### config.mk
export PLATFORM = sky130hd
export DESIGN_NAME = cpu_bus_mapper
export DESIGN_NICKNAME = d
export VERILOG_FILES = /design/src/rtl/cpu_bus_mapper.sv
export SDC_FILE = /design/constraint.sdc
export NUM_CORES = 1
export LEC_CHECK = 0
export CELL_PAD_IN_SITES_DETAIL_PLACEMENT = 0
export CELL_PAD_IN_SITES_GLOBAL_PLACEMENT = 1
export CORE_ASPECT_RATIO = 1.75
export CORE_UTILIZATION = 24
export CTS_CLUSTER_SIZE = 30
export DETAILED_ROUTE_END_ITERATION = 10
export GPL_TIMING_DRIVEN = 0
export HOLD_SLACK_MARGIN = 0.1
export PLACE_DENSITY_LB_ADDON = 0.15
export SYNTH_ARGS = -nofsm -noshare
export SYNTH_HDL_FRONTEND = slang
export SYNTH_SLANG_ARGS = --single-unit
export TNS_END_PERCENT = 5
### constraint.sdc
create_clock -name clk -period 1.2 [get_ports clk]
set_clock_uncertainty 0.05 [all_clocks]
set_input_delay 0.12 -clock clk [delete_from_list [all_inputs] [get_ports clk]]
set_output_delay 0.12 -clock clk [all_outputs]
set_load 0.02 [all_outputs]
### src/rtl/cpu_bus_mapper.sv
// cpu_bus_mapper: CPU address decode to RAM/PPU/PRG RAM/PRG ROM with keyboard-driven serial pads at 0x4016/0x4017; ports: clk, reset_n, addr/we/re/data_in/data_out CPU bus, cpu_ram_*, prg_rom_*, prg_ram_*, ppu_* memory ports, kb_* scancode input, pad_state live buttons
module cpu_bus_mapper #(
  parameter int NUM_PADS   = 2,
  parameter int PRG_ROM_KB = 32,
  parameter int PRG_RAM_EN = 1
) (
  input  logic                    clk,
  input  logic                    reset_n,
  input  logic [15:0]             addr,
  input  logic                    we,
  input  logic                    re,
  input  logic [7:0]              data_in,
  output logic [7:0]              data_out,
  output logic [10:0]             cpu_ram_addr,
  output logic                    cpu_ram_we,
  input  logic [7:0]              cpu_ram_out,
  output logic [14:0]             prg_rom_addr,
  input  logic [7:0]              prg_rom_out,
  output logic [12:0]             prg_ram_addr,
  output logic                    prg_ram_we,
  input  logic [7:0]              prg_ram_out,
  output logic                    ppu_reg_cs_n,
  output logic [2:0]              ppu_reg_addr,
  output logic                    ppu_we,
  output logic [7:0]              ppu_data_out,
  input  logic [7:0]              ppu_data_in,
  input  logic [7:0]              kb_code,
  input  logic                    kb_valid,
  input  logic                    kb_make,
  output logic [8*NUM_PADS-1:0]   pad_state
);
  localparam logic [127:0] KEY_MAP = {64'h7071_5912_7573_6B74, 64'h1C1B_295A_4342_3B4B};
  logic       strobe;
  logic [1:0] ser;
  logic       ram_sel, ppu_sel, pram_sel, rom_sel;
  assign ram_sel  = addr[15:13] == 3'b000;
  assign ppu_sel  = addr[15:13] == 3'b001;
  assign pram_sel = PRG_RAM_EN != 0 && addr[15:13] == 3'b011;
  assign rom_sel  = addr[15];
  always_ff @(posedge clk or negedge reset_n) begin
    if (!reset_n) strobe <= 1'b0;
    else if (we && addr == 16'h4016) strobe <= data_in[0];
  end
  for (genvar p = 0; p < NUM_PADS; p++) begin : g_pad
    logic [7:0] pad_q, shift_q;
    always_ff @(posedge clk or negedge reset_n) begin
      if (!reset_n) begin
        pad_q   <= '0;
        shift_q <= '0;
      end else begin
        for (int b = 0; b < 8; b++)
          if (kb_valid && kb_code == KEY_MAP[64*p + 8*b +: 8]) pad_q[b] <= kb_make;
        if (strobe) shift_q <= pad_q;
        else if (re && addr == {15'h200B, 1'(p)}) shift_q <= {shift_q[6:0], 1'b1};
      end
    end
    assign pad_state[8*p +: 8] = pad_q;
    assign ser[p] = strobe ? pad_q[7] : shift_q[7];
  end
  if (NUM_PADS == 1) begin : g_one
    assign ser[1] = 1'b0;
  end
  assign cpu_ram_addr = addr[10:0];
  assign cpu_ram_we   = we && ram_sel;
  assign ppu_reg_cs_n = !ppu_sel;
  assign ppu_reg_addr = addr[2:0];
  assign ppu_we       = we && ppu_sel;
  assign ppu_data_out = data_in;
  assign prg_ram_addr = addr[12:0];
  assign prg_ram_we   = we && pram_sel;
  assign prg_rom_addr = PRG_ROM_KB == 16 ? {1'b0, addr[13:0]} : addr[14:0];
  assign data_out = addr == 16'h4016 ? {7'h00, ser[0]} :
                    addr == 16'h4017 ? {7'h00, ser[1]} :
                    ram_sel          ? cpu_ram_out :
                    ppu_sel          ? ppu_data_in :
                    pram_sel         ? prg_ram_out :
                    rom_sel          ? prg_rom_out : 8'h00;
endmodule

# After elaboration in Yosys (flattened, before gate mapping)
# Cells that the tools add are included.
# word_totals
out_inout_bits,78
mem_bits_rw,0
rom_bits,0
reg_bits,33
elab_cells,77
memories,0
in_bits,70
latchBits,0
# classes
magnitude_cmp,0
reduce_logical,26
n_addsub,0
div,0
bitwise,0
n_mux,12
shift,0
mul,0
eq_ne,20
# op_table
operator,count
$eq A8 B7 Y1 const B,11
$mux W8,10
$eq A16 B15 Y1 const B,2
$eq A8 B5 Y1 const B,3
$logic_and A1 B1 Y1,22
$eq A8 B6 Y1 const B,2
$reduce_bool A2 Y1,2
$eq A3 B1 Y1 const B,1
$eq A3 B2 Y1 const B,1
$logic_not A3 Y1,1
$mux W1,2
$logic_not A1 Y1,1

# Longest topological paths before layout
# logic_depth
depth_word,6
depth_mapped,6
mapped_depth_nobuf,4

# Worst setup path after synthesis
# No wires, ideal clock.
# synth_path
path_kind,flip-flop to output port
startpoint,register strobe
endpoint,output port data_out[0]
path_buffers,1
required_ps,1030
arrival_time_ps,1191
path_slack_ps,-161
path_stages_with_launch,5
cell_sequence,dfrtp_1 -> clkbuf_1 -> mux4_2 -> nand2_1 -> nand2_1
# synth_between
elab_chain_len,3
elab_cells_between_ends,4
classes_between,mux: 4
# synth_rtl
item,line_no,source
start: declaration,33,logic strobe;
start signal: assignment,42,else if (we && addr == 16'h4016) strobe <= data_in[0];
$mux W1,58,assign ser[p] = strobe ? pad_q[7] : shift_q[7];
$mux W8,73,"addr == 16'h4017 ? {7'h00, ser[1]} :"
$mux W8 (*),72,"assign data_out = addr == 16'h4016 ? {7'h00, ser[0]} :"
end: declaration,13,"output logic [7:0] data_out,"
# Every way passes the cells marked *; elsewhere a longest branch is shown, timed or not.

# Worst setup path in the final report
# Same ends and word-level chain as after synthesis.

==> impl_metrics.csv <==
group,metric,value,unit
status,outcome,"complete, but fails checks",
timing,hold_slack,258,ps
floorplanning,io_pins,148,
synth,synth.most_common_cell,"buf_4",
global_routing,gr-usage-all-layers,15.6,%
route,drt-pass1-iter-count,4,
power_and_ir_drop,ir_drop,0.886,mV
timing,timing.final.ws_setup,-417,ps
timing,timing.final.crit_share,135,%
layout,diodes,0,
clock_tree,cts_buffer_depth,2,
worst_setup_path,critPathKind,"reg -> out",
floorplanning,die-area,10800,um2
synth,yosysSeqAreaShare,33.3,%
timing,setup_viol,13,
synth,syn-cell-area,2480,um2
synth,synth-warning-count,0,
worst_setup_path,r2r_start,"strobe",
route,final_antenna_net_count,0,
layout,multi_input_area,1350,um2
synth,yosysTopAreaCell,"dfrtp_1",
layout,layout-drive-gt1-share,44.3,%
floorplanning,rows,48,
job,maxCapViolations,0,
global_routing,grt_max_degree,34,
floorplanning,fp.dieW,78.9,um
floorplanning,initial_utilization,24.9,%
worst_setup_path,worstSetupStartpointType,"flop",
worst_setup_path,cp_max_fo,2,
timing,slew_headroom,47.6,%
worst_setup_path,end_kind,"primary output",
global_routing,antenna_found_initial,0,
clock_tree,cts-root-buf,"clkbuf_16",
worst_setup_path,cp-endpoint,"data_out[0]",
status,violations,"setup timing",
timing,hold_viol_final,0,
clock_tree,clk_pin_slew_worst_paths,60,ps
timing,timing.fmax,619,MHz
synth,synth_top_area_share,33.3,%
worst_setup_path,reg2reg_slack,40,ps
route,drt_wl_total,8310,um
layout,syn_to_final_growth,74.9,%
worst_setup_path,r2r_end,"g_pad[1].shift_q[6]",
clock_tree,cts_buffers,5,
synth,synth_common_cells,"buf_4, dfrtp_1, a21oi_1",
route,vias_per_cell,4.54,
timing,rsz0062_at_grt,"true",
timing,setup_tns,-1290,ps
placed_design,port_buffers,138,
global_routing,grt_pass1_wl,12900,um
timing,drv_slew,0,
power_and_ir_drop,cellPowerDensity,829,nW/um2
synth,synth_cell_types,39,
power_and_ir_drop,cellLeakagePower,0.00210,uW
global_routing,grt_pass1_vias,2488,
synth,synth_top_flop_cell,"dfrtp_1",
route,wl_per_cell,14.8,um
route,drcViolationCount,0,
global_routing,grt_remaining_overflow,0,
floorplanning,core_area,9970,um2
timing,worstMarginPinSlew,786,ps
route,drt_iter0_drc,43,
clock_tree,tritoncts,"built",
worst_setup_path,crit_start,"strobe",
floorplanning,die_h,137,um
layout,seqCellArea,826,um2
synth,synth-edff-count,0,
clock_tree,cts-htree-levels,2,
synth,synth_nets,355,
synth,postSynthCellCount,285,
layout,fillers,1047,
worst_setup_path,cp.arrival,1450,ps
worst_setup_path,reg2reg_depth,4,
route,vias,2558,
clock_tree,cts_sinks,33,
placed_design,place.gp.congestion,0.765,
min_path,hp-class,"in -> reg",
clock_tree,clock_latency,280,ps
placed_design,pre_cts_ws,-1270,ps
synth,async_reset_ff_share,100,%
layout,fin_nets,507,
synth,syn_avg_cell_area,8.71,um2
worst_setup_path,worstPathRequired,1030,ps
placed_design,hpwl,6510,um
synth,ys_ff_latch,33,
timing,fin_crit,1620,ps
synth,synth.area.top_cells,"dfrtp_1, buf_4, mux2_2, a21oi_1, nor2b_1",
[worst min path at each step]
stage / slack (ps) / cells after the start / startpoint / end
2_1_floorplan: -230 / 0 / reset_n / g_pad[0].pad_q[0]
3_3_place_gp: 460 / 2 / g_pad[0].pad_q[0] / g_pad[0].shift_q[0]
3_5_place_dp: 180 / 1 / reset_n / g_pad[0].shift_q[0]
4_1_cts: 310 / 5 / re / g_pad[0].shift_q[2]
5_1_grt: 260 / 3 / kb_code[0] / g_pad[0].pad_q[3]
6_report: 260 / 3 / kb_code[0] / g_pad[0].pad_q[3]
[registers in the layout, indices dropped and copies added, names as in the netlist]
| name | count |
|---|---|
| g_pad.pad_q | 16 |
| strobe | 1 |
| g_pad.shift_q | 16 |
[final cells by class]
type | instances | share of cell area, %
multi-input cells | 175 | 31.1
clock inverters | 1 | 0.115
well taps | 125 | 3.60
repair buffers | 147 | 29.7
inverters | 10 | 0.865
plain buffers | 65 | 12.1
flip-flops and latches | 33 | 19.0
clock buffers | 7 | 3.52
[power breakdown]
group,leakage (uW),switching [uW],internal (uW),total [uW]
Sequential,0.000448,25.1,1140,1170
Combinational,0.00157,512,551,1060
Clock,0.0000799,485,878,1360
Total,0.00210,1020,2570,3600
[per-stage QoR]
| step | instances | power, uW | cell area, um2 | util, % |
|---|---|---|---|---|
| floorplan | 285 | 1670 | 2480 | - |
| global placement | 548 | 2250 | 4020 | 40.3 |
| detailed placement | 548 | 2250 | 4020 | 40.3 |
| CTS | 563 | 3620 | 4270 | 42.8 |
| global route | 563 | 3750 | 4340 | 43.5 |
| finish | 563 | 3600 | 4340 | 43.5 |
[layer usage]
layer / share of wire (%) / up-vias / track usage [%]
li1: - / 1252 / -
met1: 38 / 1151 / 16.7
met2: 51 / 142 / 29.1
met3: 8.9 / 13 / 3.73
met4: 2.4 / 0 / 5.86
met5: 0 / - / 0
[worst max-delay path, cell delays in order (launching register included)]
cell and delay [ps]:
dfrtp_1 380, mux4_2 520, nand2_2 80, nand2_2 50
buf_6 130
[cell families (layout without fill, tap and decap cells)]
| group | after synthesis | count (layout) | synth area share [%] |
|---|---|---|---|
| AOI/OAI and AO/OA | 61 | 61 | 14.3 |
| buffers and inverters | 77 | 230 | 20.3 |
| DFF | 33 | 33 | 33.3 |
| muxes | 27 | 27 | 12.3 |
| and+or+nand+nor | 87 | 87 | 19.9 |
[timing repair]
| item | 4_1_cts | 5_1_grt |
|---|---|---|
| resized for setup | 215 | 50 |
| hold buffers | 1 | 0 |
| setup buffers | 7 | 1 |
| endpoints found under the hold margin | 33 | 0 |
| endpoints found under the setup margin | 100 | 52 |
| pin swaps | 15 | 12 |
[layout by cell type, fill, tap and decap left out, drive strengths merged, types with 2 or more instances in the layout]
| cell | Yosys | routed |
|---|---|---|
| dlygate4sd2 | 0 | 16 |
| nor4 | 3 | 3 |
| nor2 | 19 | 19 |
| nand3 | 3 | 3 |
| nand2 | 21 | 21 |
| o21ai | 16 | 16 |
| inv | 10 | 10 |
| buf | 59 | 118 |
| clkdlybuf4s15 | 0 | 11 |
| nand2b | 2 | 2 |
| nor4b | 4 | 4 |
| a21oi | 29 | 29 |
| mux2 | 17 | 17 |
| dfrtp | 33 | 33 |
| nand4 | 6 | 6 |
| mux2i | 9 | 9 |
| clkdlybuf4s50 | 0 | 44 |
| nor3 | 4 | 4 |
| a41oi | 7 | 7 |
| a211oi | 7 | 7 |
| nor3b | 2 | 2 |
| clkbuf | 8 | 22 |
| dlymetal6s2s | 0 | 7 |
| nor2b | 16 | 16 |
| nand3b | 2 | 2 |
Note: power is estimated with default switching activity, not from simulation.
